File: config.mk
export PLATFORM = sky130hd
export DESIGN_NAME = ov_seq_flat
export DESIGN_NICKNAME = d
export VERILOG_FILES = /design/src/rtl/ov_seq_if.sv /design/src/rtl/ov_seq.sv /design/src/flat_wrapper.sv
export SDC_FILE = /design/constraint.sdc
export NUM_CORES = 1
export LEC_CHECK = 0
export CAP_MARGIN = 10
export CORE_MARGIN = 2
export CORE_UTILIZATION = 30
export DETAILED_ROUTE_END_ITERATION = 8
export GPL_ROUTABILITY_DRIVEN = 0
export PLACE_DENSITY = 0.54
export SETUP_SLACK_MARGIN = 0.2
export SYNTH_ARGS = -nofsm -noshare
export SYNTH_HDL_FRONTEND = slang
export SYNTH_SLANG_ARGS = --single-unit
File: constraint.sdc
create_clock -name clk_sys -period 3.45 [get_ports clk_sys]
set_input_delay 0.5175 -clock clk_sys [delete_from_list [all_inputs] [get_ports clk_sys]]
set_output_delay 0.5175 -clock clk_sys [all_outputs]
set_load 0.01 [all_outputs]
File: src/rtl/ov_seq_if.sv
// OV sensor sequencer bus: host controls, sensor sync pins and
// sensor power/clock/control outputs.
interface ov_seq_if #(
  parameter int CNT_W = 16
) ();
  logic             cam_en;
  logic             pwdn_req;
  logic             ov_vsync;
  logic             ov_href;
  logic             ov_vcc;
  logic             ov_gnd;
  logic             ov_xclk;
  logic             ov_rstn;
  logic             ov_pwdn;
  logic             ready;
  logic [CNT_W-1:0] frame_cnt;
  logic [CNT_W-1:0] line_cnt;

  modport master (
    output cam_en, pwdn_req, ov_vsync, ov_href,
    input  ov_vcc, ov_gnd, ov_xclk, ov_rstn, ov_pwdn,
    input  ready, frame_cnt, line_cnt
  );

  modport slave (
    input  cam_en, pwdn_req, ov_vsync, ov_href,
    output ov_vcc, ov_gnd, ov_xclk, ov_rstn, ov_pwdn,
    output ready, frame_cnt, line_cnt
  );
endinterface

File: src/rtl/ov_seq.sv
// OV camera power-up sequencer: rail, xclk and reset timing,
// standby control, and frame/line counting from sync pins.
module ov_seq #(
  parameter int CLK_DIV = 4,
  parameter int T_PWR   = 1000,
  parameter int T_RST   = 1000,
  parameter int T_RDY   = 5000,
  parameter int CNT_W   = 16
) (
  input logic   clk_sys,
  input logic   rst_n,
  ov_seq_if.slave bus
);

  localparam int HALF = CLK_DIV / 2;
  localparam int DW   = (HALF > 1) ? $clog2(HALF) : 1;
  localparam int TM1  = (T_PWR > T_RST) ? T_PWR : T_RST;
  localparam int TMAX = (TM1 > T_RDY) ? TM1 : T_RDY;
  localparam int TW   = $clog2(TMAX + 1);

  typedef enum logic [2:0] {
    S_OFF, S_PWR_UP, S_CLK_ON, S_RST_REL, S_RUN, S_STBY
  } state_t;

  // {vcc, xclk_en, rstn, pwdn, ready}
  typedef logic [4:0] out_t;

  localparam out_t O_OFF  = 5'b00010;
  localparam out_t O_PWR  = 5'b10010;
  localparam out_t O_CLK  = 5'b11000;
  localparam out_t O_RREL = 5'b11100;
  localparam out_t O_RUN  = 5'b11101;
  localparam out_t O_STBY = 5'b11110;

  state_t           r_state;
  out_t             r_out;
  logic [TW-1:0]    r_wait;
  logic [CNT_W-1:0] r_frame;
  logic [CNT_W-1:0] r_line;
  logic [DW-1:0]    r_div;
  logic             r_xclk;
  logic [2:0]       r_vs;
  logic [2:0]       r_hs;

  logic w_vs_rise;
  logic w_hs_rise;

  assign w_vs_rise = r_vs[1] & ~r_vs[2];
  assign w_hs_rise = r_hs[1] & ~r_hs[2];

  // Two-flop synchronisers plus one history flop for edge detect.
  always_ff @(posedge clk_sys or negedge rst_n) begin
    if (!rst_n) begin
      r_vs <= '0;
      r_hs <= '0;
    end else begin
      r_vs <= {r_vs[1:0], bus.ov_vsync};
      r_hs <= {r_hs[1:0], bus.ov_href};
    end
  end

  // Sequencer FSM with registered pin outputs and sync counters.
  always_ff @(posedge clk_sys or negedge rst_n) begin
    if (!rst_n) begin
      r_state <= S_OFF;
      r_out   <= O_OFF;
      r_wait  <= '0;
      r_frame <= '0;
      r_line  <= '0;
    end else if (!bus.cam_en) begin
      r_state <= S_OFF;
      r_out   <= O_OFF;
      r_wait  <= '0;
      r_frame <= '0;
      r_line  <= '0;
    end else begin
      unique case (r_state)
        S_OFF: begin
          r_state <= S_PWR_UP;
          r_out   <= O_PWR;
          r_wait  <= TW'(T_PWR - 1);
        end
        S_PWR_UP: begin
          if (r_wait == '0) begin
            r_state <= S_CLK_ON;
            r_out   <= O_CLK;
            r_wait  <= TW'(T_RST - 1);
          end else begin
            r_wait <= r_wait - 1'b1;
          end
        end
        S_CLK_ON: begin
          if (r_wait == '0) begin
            r_state <= S_RST_REL;
            r_out   <= O_RREL;
            r_wait  <= TW'(T_RDY - 1);
          end else begin
            r_wait <= r_wait - 1'b1;
          end
        end
        S_RST_REL: begin
          if (r_wait == '0) begin
            r_state <= S_RUN;
            r_out   <= O_RUN;
          end else begin
            r_wait <= r_wait - 1'b1;
          end
        end
        S_RUN: begin
          if (bus.pwdn_req) begin
            r_state <= S_STBY;
            r_out   <= O_STBY;
          end
          if (w_vs_rise) begin
            r_frame <= r_frame + 1'b1;
            r_line  <= '0;
          end else if (w_hs_rise && r_line != '1) begin
            r_line <= r_line + 1'b1;
          end
        end
        S_STBY: begin
          if (!bus.pwdn_req) begin
            r_state <= S_RUN;
            r_out   <= O_RUN;
          end
        end
        default: begin
          r_state <= S_OFF;
          r_out   <= O_OFF;
        end
      endcase
    end
  end

  // xclk divider; cleared whenever the clock is (or is about to be) off.
  always_ff @(posedge clk_sys or negedge rst_n) begin
    if (!rst_n) begin
      r_div  <= '0;
      r_xclk <= 1'b0;
    end else if (!r_out[3] || !bus.cam_en) begin
      r_div  <= '0;
      r_xclk <= 1'b0;
    end else if (r_div == DW'(HALF - 1)) begin
      r_div  <= '0;
      r_xclk <= ~r_xclk;
    end else begin
      r_div <= r_div + 1'b1;
    end
  end

  assign bus.ov_vcc    = r_out[4];
  assign bus.ov_gnd    = 1'b0;
  assign bus.ov_xclk   = r_xclk;
  assign bus.ov_rstn   = r_out[2];
  assign bus.ov_pwdn   = r_out[1];
  assign bus.ready     = r_out[0];
  assign bus.frame_cnt = r_frame;
  assign bus.line_cnt  = r_line;

endmodule

File: src/flat_wrapper.sv
// flat-port wrapper written by rule: the top's interface ports become plain ports
module ov_seq_flat 
#(
  parameter int CLK_DIV = 4,
  parameter int T_PWR   = 1000,
  parameter int T_RST   = 1000,
  parameter int T_RDY   = 5000,
  parameter int CNT_W   = 16
)
  (clk_sys, rst_n, bus_cam_en, bus_pwdn_req, bus_ov_vsync, bus_ov_href, bus_ov_vcc, bus_ov_gnd, bus_ov_xclk, bus_ov_rstn, bus_ov_pwdn, bus_ready, bus_frame_cnt, bus_line_cnt);
  ov_seq_if #(.CNT_W(CNT_W)) bus_i ();
  input logic clk_sys;
  input logic rst_n;
  input wire logic [$bits(bus_i.cam_en)-1:0] bus_cam_en;
  input wire logic [$bits(bus_i.pwdn_req)-1:0] bus_pwdn_req;
  input wire logic [$bits(bus_i.ov_vsync)-1:0] bus_ov_vsync;
  input wire logic [$bits(bus_i.ov_href)-1:0] bus_ov_href;
  output wire logic [$bits(bus_i.ov_vcc)-1:0] bus_ov_vcc;
  output wire logic [$bits(bus_i.ov_gnd)-1:0] bus_ov_gnd;
  output wire logic [$bits(bus_i.ov_xclk)-1:0] bus_ov_xclk;
  output wire logic [$bits(bus_i.ov_rstn)-1:0] bus_ov_rstn;
  output wire logic [$bits(bus_i.ov_pwdn)-1:0] bus_ov_pwdn;
  output wire logic [$bits(bus_i.ready)-1:0] bus_ready;
  output wire logic [$bits(bus_i.frame_cnt)-1:0] bus_frame_cnt;
  output wire logic [$bits(bus_i.line_cnt)-1:0] bus_line_cnt;
  assign bus_i.cam_en = bus_cam_en;
  assign bus_i.pwdn_req = bus_pwdn_req;
  assign bus_i.ov_vsync = bus_ov_vsync;
  assign bus_i.ov_href = bus_ov_href;
  assign bus_ov_vcc = bus_i.ov_vcc;
  assign bus_ov_gnd = bus_i.ov_gnd;
  assign bus_ov_xclk = bus_i.ov_xclk;
  assign bus_ov_rstn = bus_i.ov_rstn;
  assign bus_ov_pwdn = bus_i.ov_pwdn;
  assign bus_ready = bus_i.ready;
  assign bus_frame_cnt = bus_i.frame_cnt;
  assign bus_line_cnt = bus_i.line_cnt;
  ov_seq #(.CLK_DIV(CLK_DIV), .T_PWR(T_PWR), .T_RST(T_RST), .T_RDY(T_RDY), .CNT_W(CNT_W)) u_core (.clk_sys(clk_sys), .rst_n(rst_n), .bus(bus_i));
endmodule
==> impl_metrics.json, run 1 <==
{
  "status": "completed",
  "arrival_ps": 2590,
  "syn_inst": 345,
  "n_antenna_cell": 0,
  "fp.dieArea_sq_um": 11800,
  "cts_setup_buffers": 0,
  "grt_pass1_wl_um": 14000,
  "syn_nets": 355,
  "nets": 400,
  "clock_path_buffers": 2,
  "rsz0062_at_grt": "false",
  "drv_slew": 0,
  "finalHoldViolCount": 0,
  "path_class": "flip-flop to flip-flop",
  "rows": 38,
  "ys_types": 63,
  "critPathMaxFanout": 6,
  "postCtsHoldBufs": 0,
  "die_x_um": 109,
  "netlist_area_sq_um": 3280,
  "drtIter0Drc": 178,
  "h-tree-depth": 3,
  "ioPinCount": 44,
  "synth_edf_count": 0,
  "grt_max_degree": 45,
  "critPathLaunchType": "flip-flop",
  "clock_latency_ps": 340,
  "antenna_found_initial": 0,
  "ys_warn_count": 0,
  "cts-root-buf": "clkbuf_8",
  "fmax_mhz": 419,
  "p_leak_nw": 1.67,
  "relSlewSlack": 0.317,
  "clock-sinks": 61,
  "wirelength_um": 8220,
  "synth-seq-area-share": 0.466,
  "via_per_inst": 5.25,
  "finalSetupViolCount": 0,
  "ctsResizeCount": 0,
  "power_density_nw_per_um2": 390,
  "whs_ps": 349,
  "wl_per_cell_um": 15.4,
  "vias": 2810,
  "drc": 0,
  "areaGrowthSynthToFinish_pct": 23.3,
  "final_layout_size_suffix_gt1_frac": 0.0810,
  "avgSynthCellArea_sq_um": 9.51,
  "start_util": 0.305,
  "fin_crit_sh": 0.692,
  "synth_ff_type": "dfrtp_1",
  "coreArea_sq_um": 10700,
  "antenna_left": 0,
  "vdd_drop_max_mv": 0.153,
  "tightest_slew_ps": 1020,
  "drt_pass1_iterations": 5,
  "hpwl_um": 5750,
  "tns_ps": 0,
  "hp-class": "input port to asynchronous set/reset pin",
  "required_ps": 3660,
  "die_h_um": 109,
  "clkTransAtPathRegs_ps": 70,
  "clock_skew_ps": 11.5,
  "cts_inserted_buffers": 9,
  "post-route-min-period_ps": 2390,
  "portBuffers": 42,
  "async_flop_share": 1.00,
  "gr-total-overflow": 0,
  "cts_tree": "built",
  "endpoint_kind": "flip-flop",
  "grt_pass1_vias": 2784,
  "drv_cap": 0,
  "synth_seq_cells": 61,
  "grt.total_usage": 0.152
}
==> cell type report <==
type	instances	area (sq um)
Clock buffer	12	145
Clock inverter	4	47.5
Fill cell	1093	6700
Inverter	10	37.5
Multi-Input combinational cell	260	1650
Sequential cell	61	1530
Tap cell	140	175
Timing Repair Buffer	48	460
==> critical path: stages, from the launching register on <==
cell     delay (ps)
dfrtp_1         430
inv_1           120
ha_1            180
nor3b_1         300
nand4_1         300
maj3_1          540
o21ai_1         290
nor2_1           90
==> per-stage QoR <==
| step | setup slack, ps | instances | power [mW] | util | cell area, sq um |
|---|---|---|---|---|---|
| after floorplan | 1430 | 345 | 0.893 | - | 3280 |
| after global placement | 1000 | 519 | 0.955 | 0.359 | 3850 |
| after detailed placement | 930 | 519 | 0.957 | 0.359 | 3850 |
| after CTS | 1070 | 535 | 1.60 | 0.376 | 4050 |
| after global routing | 881 | 535 | 1.66 | 0.376 | 4050 |
| final | 1060 | 535 | 1.58 | 0.376 | 4050 |
==> routing by layer <==
| layer | GRT usage | part of all wire | vias to the layer above |
|---|---|---|---|
| met3 | 0.0295 | 0.040 | 12 |
| met4 | 0.0577 | 0.014 | 0 |
| met2 | 0.238 | 0.47 | 70 |
| li1 | - | - | 1352 |
| met5 | 0 | 0 | - |
| met1 | 0.206 | 0.48 | 1376 |
==> cell usage in the layout (no fill, tap or decap), types with 3 or more instances in the layout <==
master and count:
buf_4 6, inv_1 8, and4_1 10, xnor2_1 15
ha_1 4, xor2_1 12, nand2_1 18, o21ai_1 16
nand4_1 12, and2_1 3, nand2b_1 4, nor3b_1 6
clkdlybuf4s50_1 41, clkbuf_8 10, dfrtp_1 60, nor2_1 45
a22o_1 3, a21oi_1 16, o31ai_1 5, nand3_1 14
nor3_1 11, a21o_1 4, a31oi_1 5, nor4_1 3
o22ai_1 3, and3_1 7, or3_1 4
==> where the power goes <==
| part | switching [mW] | internal, mW | total, mW |
|---|---|---|---|
| combinational | 0.103 | 0.0681 | 0.171 |
| clock | 0.284 | 0.352 | 0.636 |
| sequential | 0.0323 | 0.741 | 0.773 |
==> cells in the mapped netlist (all sizes together) (6+ instances only) <==
| library cell | instances | area share |
|---|---|---|
| nand2 | 18 | 0.021 |
| o21ai | 19 | 0.032 |
| and3 | 7 | 0.013 |
| inv | 10 | 0.011 |
| a21oi | 16 | 0.024 |
| nor3 | 12 | 0.020 |
| and4 | 10 | 0.027 |
| buf | 6 | 0.010 |
| nor3b | 6 | 0.014 |
| nor2 | 45 | 0.051 |
| dfrtp | 60 | 0.46 |
| nand4 | 12 | 0.023 |
| xor2 | 12 | 0.032 |
| xnor2 | 15 | 0.040 |
| clkbuf | 8 | 0.0092 |
| nand3 | 15 | 0.024 |
==> state kept, by name, summed over array words and instances (netlist names), 3 cells and up <==
name / cells
u_core.r_out: 5
u_core.r_hs: 3
u_core.bus.frame_cnt: 16
u_core.bus.line_cnt: 16
u_core.r_wait: 13
u_core.r_state: 3
u_core.r_vs: 3
==> kinds of logic after synthesis <==
family          share of synthesized area
compound gates                      0.149
mux                               0.00305
buf+inv                            0.0309
other cells                       0.00114
xor+xnor                           0.0721
fa+ha+maj                          0.0214
flops                               0.466
simple gates                        0.257
==> final timing paths <==
kind	from	to	slack (ps)	cells past startpoint
max	u_core.r_wait[0]	u_core.r_wait[4]	1060	7
min	rst_n	u_core.bus.line_cnt[12]	350	1
max reg2reg	u_core.r_wait[0]	u_core.r_wait[4]	1060	7
min reg2reg	u_core.r_hs[0]	u_core.r_hs[1]	350	0
max in group asynchronous	rst_n	u_core.r_out[1]	2270	2
min in group clk_sys	u_core.r_hs[0]	u_core.r_hs[1]	350	0
Power figures use the tool's default switching activity.
==> run 2, diff against run 1 <==
==> constraint.sdc (replaced) <==
create_clock -name clk_sys -period 2.5 [get_ports clk_sys]
set_input_delay 0.375 -clock clk_sys [delete_from_list [all_inputs] [get_ports clk_sys]]
set_output_delay 0.375 -clock clk_sys [all_outputs]
set_load 0.01 [all_outputs]
==> impl_metrics.json, run 2 (synthesized netlist as in run 1, its figures left out) <==
{
  "power_density_nw_per_um2": 541,
  "finalHoldViolCount": 0,
  "power_mw": 2.23,
  "hpwl_um": 5790,
  "clock_skew_ps": 16.1,
  "portBuffers": 42,
  "start_util": 0.305,
  "vdd_drop_max_mv": 0.266,
  "cts-root-buf": "clkbuf_8",
  "h-tree-depth": 3,
  "antenna_left": 0,
  "wirelength_um": 8080,
  "cts_inserted_buffers": 9,
  "drv_cap": 0,
  "areaGrowthSynthToFinish_pct": 25.7,
  "placed_area_sq_um": 3910,
  "required_ps": 2720,
  "place_ws_ps": 307,
  "path_buf_inv": 2,
  "critPathMaxFanout": 7,
  "drv_slew": 0,
  "final_layout_size_suffix_gt1_frac": 0.102,
  "tns_ps": 0,
  "cts_tree": "built",
  "vias": 2827,
  "critPathLaunchType": "flip-flop",
  "path_cells": "inv_1 -> ha_1 -> nand4bb_1 -> nor4_4 -> buf_4 -> o21ai_1 -> o21ai_0 -> a22o_1",
  "grt.total_usage": 0.148,
  "postCtsHoldBufs": 0,
  "arrival_ps": 2320,
  "whs_ps": 24.3,
  "grt_max_degree": 37,
  "worstRegToRegCells": 8,
  "gr-total-overflow": 0,
  "drt_pass1_iterations": 4,
  "critPathTopFamily": "compound AO/OA/AOI/OAI gates",
  "post-route-min-period_ps": 2100,
  "grt_pass1_vias": 2698,
  "max_stage_delay_ps": 460,
  "nets": 408,
  "fp.dieArea_sq_um": 11800,
  "n_antenna_cell": 0,
  "antenna_found_initial": 0,
  "coreArea_sq_um": 10700,
  "seqCellArea_sq_um": 1530,
  "die_h_um": 109,
  "p_leak_nw": 1.71,
  "dp_cells": 527,
  "relSlewSlack": 0.614,
  "critical_path_depth": 8,
  "via_per_inst": 5.21,
  "wl_per_cell_um": 14.9,
  "clock_path_buffers": 2,
  "fin_util": 0.384,
  "clock_latency_ps": 340,
  "setup_slack_ps": 405,
  "path_class": "flip-flop to flip-flop",
  "layout_commonest_cell": "dfrtp_1",
  "finalSetupViolCount": 0,
  "layout_common_cells": "60 x dfrtp_1, 45 x nor2_1, 41 x clkdlybuf4s50_1",
  "drc": 0,
  "drtIter0Drc": 66,
  "clock-sinks": 61,
  "fillerInstances": 1110,
  "status": "completed",
  "endpoint_kind": "flip-flop",
  "slowest_stage": "o21ai_1",
  "rsz0062_at_grt": "false",
  "die_x_um": 109,
  "clkTransAtPathRegs_ps": 80,
  "fmax_mhz": 477,
  "tightest_slew_ps": 576,
  "ioPinCount": 44,
  "final_cell_count_no_fill": 543,
  "hp-class": "input port to asynchronous set/reset pin",
  "multi_input_area_sq_um": 1660,
  "grt_pass1_wl_um": 13400,
  "rows": 38,
  "fin_crit_sh": 0.838,
  "final_area_sq_um": 4130
}
[run 2: cell count changes in the layout (fill, tap and decap cells not counted)]
cell	before	now
and4_2	0	1
clkinv_2	2	0
buf_4	6	14
and4_1	10	9
clkinvlp_4	1	0
nor3b_2	0	1
nor3b_1	6	5
clkbuf_8	10	12
clkbuf_1	2	3
[run 2: repair_timing]
item	CTS	global route
gates resized for setup	0	2
endpoints found under the setup margin	0	5
buffers inserted	0	0
[run 2: worst paths after layout]
kind                                  start                     end  slack (ps)
setup / recovery           u_core.r_wait[0]        u_core.r_wait[6]         400
hold / removal                        rst_n  u_core.bus.line_cnt[6]          20
setup reg to reg           u_core.r_wait[0]        u_core.r_wait[6]         400
hold reg to reg              u_core.r_vs[0]          u_core.r_vs[1]         350
max in group asynchronous             rst_n        u_core.r_wait[2]        2080
min in group clk_sys         u_core.r_vs[0]          u_core.r_vs[1]         350
[run 2: final cells by class]
type / instances / area share
clock buffer: 15 / 0.0428
clock inverter: 1 / 0.00728
inverter: 10 / 0.00910
multi-input combinational: 260 / 0.402
sequential: 61 / 0.370
tap: 140 / 0.0425
timing repair buffer: 56 / 0.126
[run 2: report_power, final]
| part | total (mW) | leakage [nW] | internal [mW] | switching, mW |
|---|---|---|---|---|
| logic | 0.244 | 0.795 | 0.0995 | 0.144 |
| clock network | 0.926 | 0.104 | 0.544 | 0.382 |
| registers | 1.06 | 0.815 | 1.02 | 0.0401 |
[run 2: layer usage]
layer  GRT usage  share of wire
met2       0.236           0.48
met5           0              0
met1       0.192           0.45
met3      0.0458          0.058
met4      0.0476          0.015
